--- src/rtl/multicycle_controller_if.sv ---
// Bus bundle between the multi-cycle controller and its memories/datapath.
//
// Handshake rule for both memory ports: the controller raises *_req and
// holds it high, together with any qualifiers such as dmem_we, until the
// cycle in which *_ack is sampled high. The transfer completes in that
// ack cycle, and req may drop on the next cycle. An ack seen while req is
// low is ignored.
interface multicycle_controller_if #(
   parameter int CNT_W = 32
);
   // fetch port
   logic             imem_req;
   logic             imem_ack;
   logic             ir_we;
   // decoder
   logic             dec_en;
   logic [47:0]      inst_flags;
   logic             invalid_instruction;
   logic             branch_cond;
   // data memory port
   logic             dmem_req;
   logic             dmem_we;
   logic             dmem_ack;
   // datapath strobes
   logic             rf_we;
   logic [1:0]       wb_sel;
   logic             pc_we;
   logic [1:0]       pc_sel;
   logic             csr_we;
   logic             trap_valid;
   logic [3:0]       trap_cause;
   logic             irq;
   logic             retire;
   logic [CNT_W-1:0] instret;
   // current FSM state, for debug and checkers
   logic [2:0]       dbg_state;

   modport master (
      output imem_req, ir_we, dec_en, dmem_req, dmem_we, rf_we, wb_sel,
             pc_we, pc_sel, csr_we, trap_valid, trap_cause, retire,
             instret, dbg_state,
      input  imem_ack, inst_flags, invalid_instruction, branch_cond,
             dmem_ack, irq
   );

   modport slave (
      input  imem_req, ir_we, dec_en, dmem_req, dmem_we, rf_we, wb_sel,
             pc_we, pc_sel, csr_we, trap_valid, trap_cause, retire,
             instret, dbg_state,
      output imem_ack, inst_flags, invalid_instruction, branch_cond,
             dmem_ack, irq
   );
endinterface

--- src/rtl/multicycle_controller.sv ---
// Multi-cycle sequencing FSM for the RV32I core. It fetches, enables the
// decoder for one cycle, classifies the one-hot decoder flags, and then
// issues the per-cycle PC, write-back, memory, CSR, trap and WFI controls.
// All outputs are combinational from the state, the class register and the
// ack/irq inputs.
module multicycle_controller #(
   parameter int MEM_TIMEOUT = 16,
   parameter int CNT_W       = 32
) (
   input  logic                     clk,
   input  logic                     rst_n,
   multicycle_controller_if.master  bus
);

   typedef enum logic [2:0] {
      S_IDLE   = 3'd0,
      S_FETCH  = 3'd1,
      S_DECODE = 3'd2,
      S_EXEC   = 3'd3,
      S_MEM    = 3'd4,
      S_WFI    = 3'd5,
      S_TRAP   = 3'd6
   } state_e;

   typedef enum logic [3:0] {
      C_NONE   = 4'd0,
      C_BR     = 4'd1,
      C_JALR   = 4'd2,
      C_JAL    = 4'd3,
      C_ALU    = 4'd4,   // upper-immediate, ALU-immediate and ALU-register
      C_LD     = 4'd5,
      C_ST     = 4'd6,
      C_CSR    = 4'd7,
      C_EBREAK = 4'd8,
      C_ECALL  = 4'd9,
      C_XRET   = 4'd10,  // mret / sret
      C_WFI    = 4'd11
   } cls_e;

   // mcause codes raised by the controller
   localparam logic [3:0] CAUSE_IFETCH = 4'd1;
   localparam logic [3:0] CAUSE_ILLEGAL = 4'd2;
   localparam logic [3:0] CAUSE_BREAK  = 4'd3;
   localparam logic [3:0] CAUSE_LD_ACC = 4'd5;
   localparam logic [3:0] CAUSE_ST_ACC = 4'd7;
   localparam logic [3:0] CAUSE_ECALL  = 4'd11;

   // write-back and PC source selects
   localparam logic [1:0] WB_ALU = 2'd0;
   localparam logic [1:0] WB_MEM = 2'd1;
   localparam logic [1:0] WB_PC4 = 2'd2;
   localparam logic [1:0] WB_CSR = 2'd3;
   localparam logic [1:0] PC_SEQ  = 2'd0;
   localparam logic [1:0] PC_REL  = 2'd1;
   localparam logic [1:0] PC_JALR = 2'd2;
   localparam logic [1:0] PC_TRAP = 2'd3;

   // The wait counter holds the number of ack-less cycles already spent
   // in the current state; a miss while it sits at TO_LAST is the
   // MEM_TIMEOUT-th miss and ends the wait with a trap.
   localparam logic [7:0] TO_LAST = 8'(MEM_TIMEOUT - 1);

   state_e            state_q, state_d;
   cls_e              cls_q, cls_d;
   cls_e              flag_cls;
   logic [7:0]        cnt_q, cnt_d;
   logic [3:0]        cause_q, cause_d;
   logic [CNT_W-1:0]  instret_q, instret_d;

   logic              imem_req;
   logic              ir_we;
   logic              dec_en;
   logic              dmem_req;
   logic              dmem_we;
   logic              rf_we;
   logic [1:0]        wb_sel;
   logic              pc_we;
   logic [1:0]        pc_sel;
   logic              csr_we;
   logic              trap_valid;
   logic [3:0]        trap_cause;
   logic              retire;

   // Map the decoder's one-hot flags onto an instruction class.
   always_comb begin
      flag_cls = C_NONE;
      if (|bus.inst_flags[5:0]) begin
         flag_cls = C_BR;
      end else if (bus.inst_flags[6]) begin
         flag_cls = C_JALR;
      end else if (bus.inst_flags[7]) begin
         flag_cls = C_JAL;
      end else if (bus.inst_flags[8] || bus.inst_flags[28] ||
                   (|bus.inst_flags[27:9])) begin
         flag_cls = C_ALU;
      end else if (|bus.inst_flags[33:29]) begin
         flag_cls = C_LD;
      end else if (|bus.inst_flags[36:34]) begin
         flag_cls = C_ST;
      end else if (|bus.inst_flags[42:37]) begin
         flag_cls = C_CSR;
      end else if (bus.inst_flags[43]) begin
         flag_cls = C_EBREAK;
      end else if (bus.inst_flags[44]) begin
         flag_cls = C_ECALL;
      end else if (bus.inst_flags[45] || bus.inst_flags[46]) begin
         flag_cls = C_XRET;
      end else if (bus.inst_flags[47]) begin
         flag_cls = C_WFI;
      end
   end

   // Next-state, class/cause capture, wait counter and datapath strobes.
   always_comb begin
      state_d    = state_q;
      cls_d      = cls_q;
      cause_d    = cause_q;
      cnt_d      = 8'd0;       // cleared on every state entry
      imem_req   = 1'b0;
      ir_we      = 1'b0;
      dec_en     = 1'b0;
      dmem_req   = 1'b0;
      dmem_we    = 1'b0;
      rf_we      = 1'b0;
      wb_sel     = WB_ALU;
      pc_we      = 1'b0;
      pc_sel     = PC_SEQ;
      csr_we     = 1'b0;
      trap_valid = 1'b0;
      trap_cause = 4'd0;
      retire     = 1'b0;

      case (state_q)
         S_IDLE: begin
            state_d = S_FETCH;
         end

         S_FETCH: begin
            imem_req = 1'b1;
            if (bus.imem_ack) begin
               // an ack in the timeout cycle still wins
               ir_we   = 1'b1;
               state_d = S_DECODE;
            end else if (cnt_q == TO_LAST) begin
               cause_d = CAUSE_IFETCH;
               state_d = S_TRAP;
            end else begin
               cnt_d = cnt_q + 8'd1;
            end
         end

         S_DECODE: begin
            dec_en = 1'b1;
            cls_d  = flag_cls;
            if (bus.invalid_instruction || (bus.inst_flags == 48'd0)) begin
               cause_d = CAUSE_ILLEGAL;
               state_d = S_TRAP;
            end else begin
               state_d = S_EXEC;
            end
         end

         S_EXEC: begin
            state_d = S_FETCH;
            case (cls_q)
               C_BR: begin
                  pc_we  = 1'b1;
                  pc_sel = bus.branch_cond ? PC_REL : PC_SEQ;
                  retire = 1'b1;
               end
               C_JAL: begin
                  rf_we  = 1'b1;
                  wb_sel = WB_PC4;
                  pc_we  = 1'b1;
                  pc_sel = PC_REL;
                  retire = 1'b1;
               end
               C_JALR: begin
                  rf_we  = 1'b1;
                  wb_sel = WB_PC4;
                  pc_we  = 1'b1;
                  pc_sel = PC_JALR;
                  retire = 1'b1;
               end
               C_ALU: begin
                  rf_we  = 1'b1;
                  wb_sel = WB_ALU;
                  pc_we  = 1'b1;
                  pc_sel = PC_SEQ;
                  retire = 1'b1;
               end
               C_CSR: begin
                  rf_we  = 1'b1;
                  wb_sel = WB_CSR;
                  csr_we = 1'b1;
                  pc_we  = 1'b1;
                  pc_sel = PC_SEQ;
                  retire = 1'b1;
               end
               C_LD, C_ST: begin
                  state_d = S_MEM;
               end
               C_ECALL: begin
                  cause_d = CAUSE_ECALL;
                  state_d = S_TRAP;
               end
               C_EBREAK: begin
                  cause_d = CAUSE_BREAK;
                  state_d = S_TRAP;
               end
               C_XRET: begin
                  pc_we  = 1'b1;
                  pc_sel = PC_TRAP;
                  retire = 1'b1;
               end
               C_WFI: begin
                  state_d = S_WFI;
               end
               default: begin
                  // unreachable: DECODE traps on an empty flag word
                  state_d = S_FETCH;
               end
            endcase
         end

         S_MEM: begin
            dmem_req = 1'b1;
            dmem_we  = (cls_q == C_ST);
            if (bus.dmem_ack) begin
               if (cls_q == C_LD) begin
                  rf_we  = 1'b1;
                  wb_sel = WB_MEM;
               end
               pc_we   = 1'b1;
               pc_sel  = PC_SEQ;
               retire  = 1'b1;
               state_d = S_FETCH;
            end else if (cnt_q == TO_LAST) begin
               cause_d = (cls_q == C_ST) ? CAUSE_ST_ACC : CAUSE_LD_ACC;
               state_d = S_TRAP;
            end else begin
               cnt_d = cnt_q + 8'd1;
            end
         end

         S_WFI: begin
            if (bus.irq) begin
               pc_we   = 1'b1;
               pc_sel  = PC_SEQ;
               retire  = 1'b1;
               state_d = S_FETCH;
            end
         end

         S_TRAP: begin
            // the CSR file captures mepc/mcause from this pulse
            trap_valid = 1'b1;
            trap_cause = cause_q;
            pc_we      = 1'b1;
            pc_sel     = PC_TRAP;
            state_d    = S_FETCH;
         end

         default: begin
            state_d = S_IDLE;
         end
      endcase
   end

   // Retired-instruction counter, wrapping at 2^CNT_W.
   always_comb begin
      instret_d = instret_q;
      if (retire) begin
         instret_d = instret_q + {{(CNT_W-1){1'b0}}, 1'b1};
      end
   end

   // State, class, cause, wait counter and instret registers.
   always_ff @(posedge clk or negedge rst_n) begin
      if (!rst_n) begin
         state_q   <= S_IDLE;
         cls_q     <= C_NONE;
         cnt_q     <= 8'd0;
         cause_q   <= 4'd0;
         instret_q <= '0;
      end else begin
         state_q   <= state_d;
         cls_q     <= cls_d;
         cnt_q     <= cnt_d;
         cause_q   <= cause_d;
         instret_q <= instret_d;
      end
   end

   assign bus.imem_req   = imem_req;
   assign bus.ir_we      = ir_we;
   assign bus.dec_en     = dec_en;
   assign bus.dmem_req   = dmem_req;
   assign bus.dmem_we    = dmem_we;
   assign bus.rf_we      = rf_we;
   assign bus.wb_sel     = wb_sel;
   assign bus.pc_we      = pc_we;
   assign bus.pc_sel     = pc_sel;
   assign bus.csr_we     = csr_we;
   assign bus.trap_valid = trap_valid;
   assign bus.trap_cause = trap_cause;
   assign bus.retire     = retire;
   assign bus.instret    = instret_q;
   assign bus.dbg_state  = state_q;

endmodule

--- src/flat_wrapper.sv ---
// flat-port wrapper written by rule: the top's interface ports become plain ports
module multicycle_controller_flat 
#(
   parameter int MEM_TIMEOUT = 16,
   parameter int CNT_W       = 32
)
  (clk, rst_n, bus_imem_req, bus_ir_we, bus_dec_en, bus_dmem_req, bus_dmem_we, bus_rf_we, bus_wb_sel, bus_pc_we, bus_pc_sel, bus_csr_we, bus_trap_valid, bus_trap_cause, bus_retire, bus_instret, bus_dbg_state, bus_imem_ack, bus_inst_flags, bus_invalid_instruction, bus_branch_cond, bus_dmem_ack, bus_irq);
  multicycle_controller_if #(.CNT_W(CNT_W)) bus_i ();
  input  logic clk;
  input  logic rst_n;
  output wire logic [$bits(bus_i.imem_req)-1:0] bus_imem_req;
  output wire logic [$bits(bus_i.ir_we)-1:0] bus_ir_we;
  output wire logic [$bits(bus_i.dec_en)-1:0] bus_dec_en;
  output wire logic [$bits(bus_i.dmem_req)-1:0] bus_dmem_req;
  output wire logic [$bits(bus_i.dmem_we)-1:0] bus_dmem_we;
  output wire logic [$bits(bus_i.rf_we)-1:0] bus_rf_we;
  output wire logic [$bits(bus_i.wb_sel)-1:0] bus_wb_sel;
  output wire logic [$bits(bus_i.pc_we)-1:0] bus_pc_we;
  output wire logic [$bits(bus_i.pc_sel)-1:0] bus_pc_sel;
  output wire logic [$bits(bus_i.csr_we)-1:0] bus_csr_we;
  output wire logic [$bits(bus_i.trap_valid)-1:0] bus_trap_valid;
  output wire logic [$bits(bus_i.trap_cause)-1:0] bus_trap_cause;
  output wire logic [$bits(bus_i.retire)-1:0] bus_retire;
  output wire logic [$bits(bus_i.instret)-1:0] bus_instret;
  output wire logic [$bits(bus_i.dbg_state)-1:0] bus_dbg_state;
  input wire logic [$bits(bus_i.imem_ack)-1:0] bus_imem_ack;
  input wire logic [$bits(bus_i.inst_flags)-1:0] bus_inst_flags;
  input wire logic [$bits(bus_i.invalid_instruction)-1:0] bus_invalid_instruction;
  input wire logic [$bits(bus_i.branch_cond)-1:0] bus_branch_cond;
  input wire logic [$bits(bus_i.dmem_ack)-1:0] bus_dmem_ack;
  input wire logic [$bits(bus_i.irq)-1:0] bus_irq;
  assign bus_imem_req = bus_i.imem_req;
  assign bus_ir_we = bus_i.ir_we;
  assign bus_dec_en = bus_i.dec_en;
  assign bus_dmem_req = bus_i.dmem_req;
  assign bus_dmem_we = bus_i.dmem_we;
  assign bus_rf_we = bus_i.rf_we;
  assign bus_wb_sel = bus_i.wb_sel;
  assign bus_pc_we = bus_i.pc_we;
  assign bus_pc_sel = bus_i.pc_sel;
  assign bus_csr_we = bus_i.csr_we;
  assign bus_trap_valid = bus_i.trap_valid;
  assign bus_trap_cause = bus_i.trap_cause;
  assign bus_retire = bus_i.retire;
  assign bus_instret = bus_i.instret;
  assign bus_dbg_state = bus_i.dbg_state;
  assign bus_i.imem_ack = bus_imem_ack;
  assign bus_i.inst_flags = bus_inst_flags;
  assign bus_i.invalid_instruction = bus_invalid_instruction;
  assign bus_i.branch_cond = bus_branch_cond;
  assign bus_i.dmem_ack = bus_dmem_ack;
  assign bus_i.irq = bus_irq;
  multicycle_controller #(.MEM_TIMEOUT(MEM_TIMEOUT), .CNT_W(CNT_W)) u_core (.clk(clk), .rst_n(rst_n), .bus(bus_i));
endmodule
--- config.mk ---
export PLATFORM = sky130hd
export DESIGN_NAME = multicycle_controller_flat
export DESIGN_NICKNAME = d
export VERILOG_FILES = /design/src/rtl/multicycle_controller_if.sv /design/src/rtl/multicycle_controller.sv /design/src/flat_wrapper.sv
export SDC_FILE = /design/constraint.sdc
export NUM_CORES = 1
export LEC_CHECK = 0
export BUFFER_PORTS_ARGS = -buffer_cell sky130_fd_sc_hd__buf_2
export CORE_MARGIN = 2
export CORE_UTILIZATION = 49
export DETAILED_ROUTE_END_ITERATION = 10
export GPL_TIMING_DRIVEN = 0
export HOLD_SLACK_MARGIN = 0.1
export PLACE_DENSITY = 0.76
export SETUP_SLACK_MARGIN = 0.05
export SYNTH_ARGS = -nofsm -noshare
export SYNTH_HDL_FRONTEND = slang
export SYNTH_SLANG_ARGS = --single-unit
--- constraint.sdc ---
create_clock -name clk -period 2.6 [get_ports clk]
set_clock_uncertainty 0.05 [all_clocks]
set_input_delay 0.52 -clock clk [delete_from_list [all_inputs] [get_ports clk]]
set_output_delay 0.52 -clock clk [all_outputs]
set_load 0.03 [all_outputs]
* Word level (Yosys, flattened, before mapping)
Index checks and enable logic that the tools add are counted.
Word-level totals: word-level logic and storage cells 107, output and inout bits 53, flip-flop bits (word level) 51, input port bits 55
Operators by class: equal/unequal tests 25, $add $sub $neg 2, multiplexer cells 56, reductions and logical operators 19
Operators with widths (number):
- $mux 4 | 17
- $logic_not 48->1 | 1
- $add 32x1->32 const B | 1
- $mux 8 | 3
- $reduce_or 19->1 | 1
- $pmux 3 s6 | 1
- $reduce_or 6->1 | 3
- $mux 1 | 17
- $eq 4x3->1 const B | 4
- $eq 4x4->1 const B | 4
- $pmux 4 s4 | 1
- $pmux 8 s2 | 1
- $mux 3 | 5
- $pmux 2 s2 | 3
- $eq 3x3->1 const B | 3
- $pmux 3 s3 | 1
- $add 8x1->8 const B | 1
- $eq 4x2->1 const B | 2
- $eq 8x4->1 const B | 1
- $pmux 2 s4 | 1
- $pmux 4 s2 | 1
- $reduce_or 2->1 | 4
- $reduce_and 7->1 | 1
- $eq 3x2->1 const B | 2
- 15 further kinds | 23

* Logic depth before layout (Yosys ltp)
Gate-level depths: netlist (run 1).
word-level depth 11, depth in mapped cells 8

* Worst setup path before layout (run 1)
Ideal clock, no wire load.
path kind register to output, start register u_core.state_q[0] (netlist: u_core.bus.dbg_state[0]), end output port bus_rf_we, required time 2.030 ns, arrival 2.155 ns, path slack -0.125 ns, path buffers 1, stages on the path, launching flop included 7, cells stage by stage dfrtp_1 clkbuf_1 nand2b_1 nor2_1 nand3_1 a2bb2oi_1 nor2_1
On the way: longest elaborated chain between the ends 2
RTL lines:
- start: declaration | line multicycle_controller.sv:63 | state_e state_q, state_d;
- start signal: assignment | line multicycle_controller.sv:287 | state_q <= state_d;
- $eq 3x3->1 or $eq 3x2->1 (tied branches) | line multicycle_controller.sv:133 | case (state_q)
- $pmux 1 s2 * | line multicycle_controller.sv:133
- end: declaration | line flat_wrapper.sv:16 | output wire logic [$bits(bus_i.rf_we)-1:0] bus_rf_we;
Every way passes the cells marked *; elsewhere a longest branch is shown, timed or not.

* Worst setup path after layout (run 1)
start register u_core.cls_q[2], end output port bus_pc_we
On the way: longest elaborated chain between the ends 4
RTL lines:
- start: declaration | line multicycle_controller.sv:64 | cls_e cls_q, cls_d;
- start signal: assignment | line multicycle_controller.sv:288 | cls_q <= cls_d;
- $eq 4x1->1, or another cell as far along | line multicycle_controller.sv:165 | case (cls_q)
- $reduce_or 6->1 (no source line) *
- $mux 1 * | line multicycle_controller.sv:165
- $pmux 1 s4 * | line multicycle_controller.sv:133
- end: declaration | line flat_wrapper.sv:18 | output wire logic [$bits(bus_i.pc_we)-1:0] bus_pc_we;
Marks and branches as above.

==> metrics.md, run 1 <==
| Metric | Value |
|---|---|
| Outcome | finished, final reports clean |
| Routed Antenna Nets | 0 |
| Global-route wire length before repair | 11000 um |
| Max Freq | 0.398 GHz |
| Die W | 80.8 um |
| Hold_ws | 0.367 ns |
| Cells after synthesis | 304 |
| Pin count of the biggest net entering global routing | 52 |
| Clock sink count | 51 |
| CP arrival | 1.94 ns |
| Clk slew on worst S/H paths | 0.10 ns |
| Final period util | 96.6% |
| Yosys reg bits | 51 |
| Crit path kind | flop to output port |
| Filler cell count | 457 |
| Worst Hold Class | input port to async pin |
| Nature of the critical path startpoint | flop |
| Die area | 6520 um^2 |
| DR vias | 2709 |
| Vias in the first global route | 2490 |
| H-tree Lvls | 2 |
| Leakage dissipation | 0.00180 uW |
| ANT cells | 0 |
| Finished Core Util | 67.6% |
| Worst slew margin | 25.2% |
| Total Power | 2980 uW |
| Io pins | 108 |
| Type of element capturing the critical path | output port |
| Endpoints failing hold | 0 |
| Max Cap Viol | 0 |
| CTS root buf | clkbuf_8 |
| Mapped Nets | 361 |
| Placed cells | 483 |
| Primary FF master, synth | dfrtp_1 |
| Share of flip-flops with an asynchronous set or reset | 100% |
| Fraction of post-synthesis cell area in the top cell type by area | 44.2% |
| Sequential cell area | 1280 um^2 |
| Area growth from synthesis to layout | 31.3% |
| Top post-synthesis cells by count | dfrtp_1, nor2_1, xnor2_1 |
| PD cells | 785 nW/um^2 |
| Input/output buffers | 107 |
| Mapped cell area | 2890 um^2 |
| Initial Util | 51.5% |
| Post-route minimum period | 2.51 ns |
| Yosys Warn Count | 0 |
| Area of the multi-input gates | 1580 um^2 |
| Clk Latency, worst-skew pair | 0.31 ns |
| Setup-failing EPs final | 0 |
| Vias/cell | 5.40 |
| WL/cell | 13.8 um |
| Ranking of synthesized cells by area | dfrtp_1, xnor2_1, nor2_1 |
| CTS tree | built |
| Area leader, netlist | dfrtp_1 |
| Post-Layout Cell Count | 502 |
| Initial antenna violation count | 0 |
| CTS Buf Count | 5 |
| CORE AREA | 5610 um^2 |
| Final Slew Violations | 0 |
| Post-synth cell types | 60 |
| Top-count cell post-synth | dfrtp_1 |
| Placer Congestion | 0.895 |
| Worst-margin pin slew | 1.12 ns |
| Maximum clock path buffer count | 2 |
| Chip height | 80.8 um |
| Final nets | 486 |
| Share of layout cells above drive strength 1 | 38.4% |
| Drt drc | 0 |
| Total GRT Usage | 21.3% |
| Worst reg2reg startpoint | u_core.bus.dbg_state[2] |
| Critical Path Start | u_core.cls_q[2] |
| DR pass1 iterations | 4 |
| Worst path required time | 2.03 ns |
| Syn avg cell area | 9.50 um^2 |
| # rows | 27 |
| Number of synthesized flops with an enable pin | 0 |
| Gr ovfl total | 0 |
| CP Max Fanout | 5 |
| DR iter-0 viols | 118 |
| Peak supply drop | 0.000701 V |
| Register area share after synthesis | 44.2% |
| Unrepaired setup endpoints after global routing | true |
| Drt total wl | 6940 um |
| HPWL Detailed | 5180 um |
area by class of cell:
type,instances,area share [%]
buffer,7,1.35
inverter,11,1.29
sequential,51,33.7
clock buffer,5,1.82
clock inverter,3,0.759
multi-input combinational,234,41.7
timing repair buffer,119,17.0
tap,72,2.38
worst max-delay path: stages, from the launching register on:
cell and delay [ns]:
dfrtp_1 0.39, buf_6 0.13, and2b_2 0.21, a221o_1 0.39, a21oi_4 0.17, buf_6 0.12, nand2_1 0.08, buf_6 0.15
stage by stage:
step	TNS (ns)	cell area [um^2]	setup slack [ns]
after detailed placement	0	3520	0.186
final	0	3790	0.0882
after global placement	0	3520	0.205
after global routing	-0.0231	3790	-0.0231
after CTS	0	3670	0.0534
after floorplan	0	2890	0.0422
path summary, 6_finish.rpt:
| path | to | slack (ns) | depth (start not counted) |
|---|---|---|---|
| max reg2reg | u_core.bus.instret[15] | 0.35 | 8 |
| min | u_core.bus.instret[18] | 0.37 | 1 |
| min in group clk | u_core.cnt_q[0] | 0.42 | 1 |
| min reg2reg | u_core.cnt_q[0] | 0.42 | 1 |
| max | bus_pc_we | 0.09 | 7 |
| max in group asynchronous | u_core.bus.dbg_state[0] | 1.37 | 1 |
where the power goes:
part / total, uW / leakage, uW / switching (uW) / internal [uW]
Clock: 487 / 0.0000502 / 288 / 200
Sequential: 1050 / 0.000652 / 130 / 917
Combinational: 1440 / 0.00110 / 885 / 558
Total: 2980 / 0.00180 / 1300 / 1670
cells by family after synthesis:
kind of cell / count (synthesis) / synth area share, %
adder cells (fa/ha/maj): 2 / 0.866
AND/OR/NAND/NOR: 151 / 29.5
AO/OA/AOI/OAI: 39 / 9.71
flip-flops: 51 / 44.2
XOR/XNOR: 39 / 11.8
buffers and inverters: 19 / 2.77
multiplexers: 3 / 1.08
sequential cells by signal, indices dropped and copies added, names as in the netlist:
signal and count:
u_core.cause_q 4, u_core.cls_q 4, u_core.bus.dbg_state 3, u_core.bus.instret 32
u_core.cnt_q 8
layer usage:
layer	GRT usage [%]	routed length (um)
met2	37.0	3450
met5	0	0
met4	7.29	91
met1	26.1	2900
met3	4.89	491
cells in the final DEF, fill, tap and decap left out, types with 7 or more instances in the layout:
cell,count
nor4_1,9
buf_4,15
and2_1,7
buf_2,105
nor2_1,38
nand2_1,24
nand4_1,7
nand3_1,20
xor2_1,14
inv_1,9
xnor2_1,25
dfrtp_1,50
nor3_1,12
what timing repair did:
action	CTS	global route
setup endpoints to repair	8	11
endpoints found under the hold margin	0	0
gates resized for setup	9	22
buffers inserted	3	9
pin swaps	1	3
hold buffers	0	0
Power figures use the tool's default switching activity.
==> inputs of run 2 (changes only) <==
--- a/config.mk
+++ b/config.mk
@@ -6,12 +6,14 @@
 export NUM_CORES = 1
 export LEC_CHECK = 0
 export BUFFER_PORTS_ARGS = -buffer_cell sky130_fd_sc_hd__buf_2
+export CELL_PAD_IN_SITES_DETAIL_PLACEMENT = 0
+export CELL_PAD_IN_SITES_GLOBAL_PLACEMENT = 2
 export CORE_MARGIN = 2
-export CORE_UTILIZATION = 49
+export CORE_UTILIZATION = 29
 export DETAILED_ROUTE_END_ITERATION = 10
 export GPL_TIMING_DRIVEN = 0
 export HOLD_SLACK_MARGIN = 0.1
-export PLACE_DENSITY = 0.76
+export PLACE_DENSITY = 0.77
 export SETUP_SLACK_MARGIN = 0.05
 export SYNTH_ARGS = -nofsm -noshare
 export SYNTH_HDL_FRONTEND = slang
==> metrics.md, run 2 (synthesis results as in run 1) <==
| Metric | Value |
|---|---|
| Most common cell after layout, fill and taps aside | buf_2 (unchanged) |
| Max Cap Viol | 0 (unchanged) |
| PD cells | 769 nW/um^2 (was 785 nW/um^2) |
| Pin count of the biggest net entering global routing | 52 (unchanged) |
| Vias in the first global route | 2548 (was 2490) |
| Initial antenna violation count | 0 (unchanged) |
| # rows | 36 (was 27) |
| Drt total wl | 7430 um (was 6940 um) |
| CTS root buf | clkbuf_8 (unchanged) |
| Routed Antenna Nets | 0 (unchanged) |
| Die area | 10800 um^2 (was 6520 um^2) |
| Vias/cell | 4.76 (was 5.40) |
| Total GRT Usage | 14.1% (was 21.3%) |
| Post-route minimum period | 2.48 ns (was 2.51 ns) |
| Hold_buf cts | 0 (unchanged) |
| Worst slew margin | 23.3% (was 25.2%) |
| Endpoints failing hold | 0 (unchanged) |
| Maximum clock path buffer count | 2 (unchanged) |
| Placer Congestion | 0.770 (was 0.895) |
| DR pass1 iterations | 4 (unchanged) |
| Crit path kind | flop to output port (unchanged) |
| CTS tree | built (unchanged) |
| Area growth from synthesis to layout | 33.5% (was 31.3%) |
| DR iter-0 viols | 105 (was 118) |
| Global-route wire length before repair | 12500 um (was 11000 um) |
| HPWL Detailed | 5750 um (was 5180 um) |
| Chip height | 104 um (was 80.8 um) |
| Io pins | 108 (unchanged) |
| DR vias | 2675 (was 2709) |
| Clock sink count | 51 (unchanged) |
| Die W | 104 um (was 80.8 um) |
| Peak supply drop | 0.000281 V (was 0.000701 V) |
| Gr ovfl total | 0 (unchanged) |
| Clk Latency, worst-skew pair | 0.30 ns (was 0.31 ns) |
| Nature of the critical path startpoint | flop (unchanged) |
| Final Slew Violations | 0 (unchanged) |
| Max reg flops | 32 (unchanged) |
| Type of element capturing the critical path | output port (unchanged) |
| Worst-margin pin slew | 1.15 ns (was 1.12 ns) |
| Setup-failing EPs final | 0 (unchanged) |
| Fin Setup TNS | 0 ns (unchanged) |
| Drt drc | 0 (unchanged) |
| CP Max Fanout | 5 (unchanged) |
| Worst path required time | 2.03 ns (about the same) |
| Initial Util | 29.7% (was 51.5%) |
| Share of layout cells above drive strength 1 | 38.7% (was 38.4%) |
| Leakage dissipation | 0.00178 uW (was 0.00180 uW) |
| WL/cell | 13.2 um (was 13.8 um) |
| ANT cells | 0 (unchanged) |
| Input/output buffers | 107 (unchanged) |
| Max Freq | 0.403 GHz (was 0.398 GHz) |
| Final period util | 95.5% (was 96.6%) |
| Commonest cells after routing, fill and taps aside | buf_2, dfrtp_1, nor2_1 (unchanged) |
| Unrepaired setup endpoints after global routing | true (unchanged) |
| CP arrival | 1.91 ns (was 1.94 ns) |
| CTS Buf Count | 5 (unchanged) |
| H-tree Lvls | 2 (unchanged) |
| Finished Core Util | 39.6% (was 67.6%) |
| Worst Hold Class | input port to async pin (unchanged) |
| Hold_ws | 0.403 ns (was 0.367 ns) |
| Worst r2r path cells | 9 (was 8) |
| CORE AREA | 9730 um^2 (was 5610 um^2) |
| Final nets | 485 (was 486) |
| Outcome | finished, final reports clean (unchanged) |
| Clk slew on worst S/H paths | 0.09 ns (was 0.10 ns) |
## run 2: worst paths after layout
check / from / endpoint / slack, ns
setup / recovery: u_core.cls_q[2] / bus_pc_we / 0.12
hold / removal: rst_n / u_core.bus.instret[22] / 0.40
setup reg to reg: u_core.bus.dbg_state[2] / u_core.bus.instret[28] / 0.24
hold reg to reg: u_core.bus.instret[31] / u_core.bus.instret[31] / 0.42
max in group asynchronous: rst_n / u_core.bus.dbg_state[0] / 1.34
min in group clk: u_core.bus.instret[31] / u_core.bus.instret[31] / 0.42
## run 2: power by group
| group | leakage (uW) | internal (uW) | total (uW) | switching, uW |
|---|---|---|---|---|
| registers | 0.000652 | 917 | 1040 | 125 |
| clock network | 0.0000412 | 189 | 451 | 262 |
| logic | 0.00109 | 578 | 1470 | 896 |
## run 2: final cells by class
| class | count | area [um^2] |
|---|---|---|
| Clock inverter | 2 | 12.5 |
| Timing Repair Buffer | 118 | 641 |
| Inverter | 11 | 46.3 |
| Fill cell | 1047 | 5870 |
| Tap cell | 133 | 166 |
| Sequential cell | 51 | 1280 |
| Buffer | 7 | 55.1 |
| Multi-Input combinational cell | 234 | 1590 |
| Clock buffer | 6 | 72.6 |
## run 2: layer usage
layer	track usage, %	vias up	part of all wire (%)
met1	17.9	1264	45
met3	3.34	9	5.3
met2	23.7	74	48
li1	-	1328	-
met5	0	-	0
met4	4.54	0	1.6
## run 2: metrics by stage
step | cell area, um^2 | total power, uW | worst slack, ns | cells
2_1_floorplan | 2890 | 1900 | 0.0422 | 304
3_3_place_gp | 3590 | 2300 | 0.138 | 544
3_5_place_dp | 3590 | 2290 | 0.159 | 544
4_1_cts | 3740 | 2880 | 0.0476 | 555
5_1_grt | 3860 | 3190 | 0.0472 | 562
6_report | 3860 | 2970 | 0.116 | 562
## run 2: critical path: stages (launching register included)
cell	delay (ns)
dfrtp_1	0.38
buf_6	0.12
and2b_2	0.22
a221o_1	0.39
a21oi_4	0.18
buf_6	0.12
nand2_2	0.06
buf_6	0.14
## run 2: what timing repair did
| action | CTS | global route |
|---|---|---|
| resized for setup | 13 | 23 |
| pin swaps | 2 | 4 |
| endpoints found under the setup margin | 10 | 10 |
| buffers inserted | 4 | 7 |
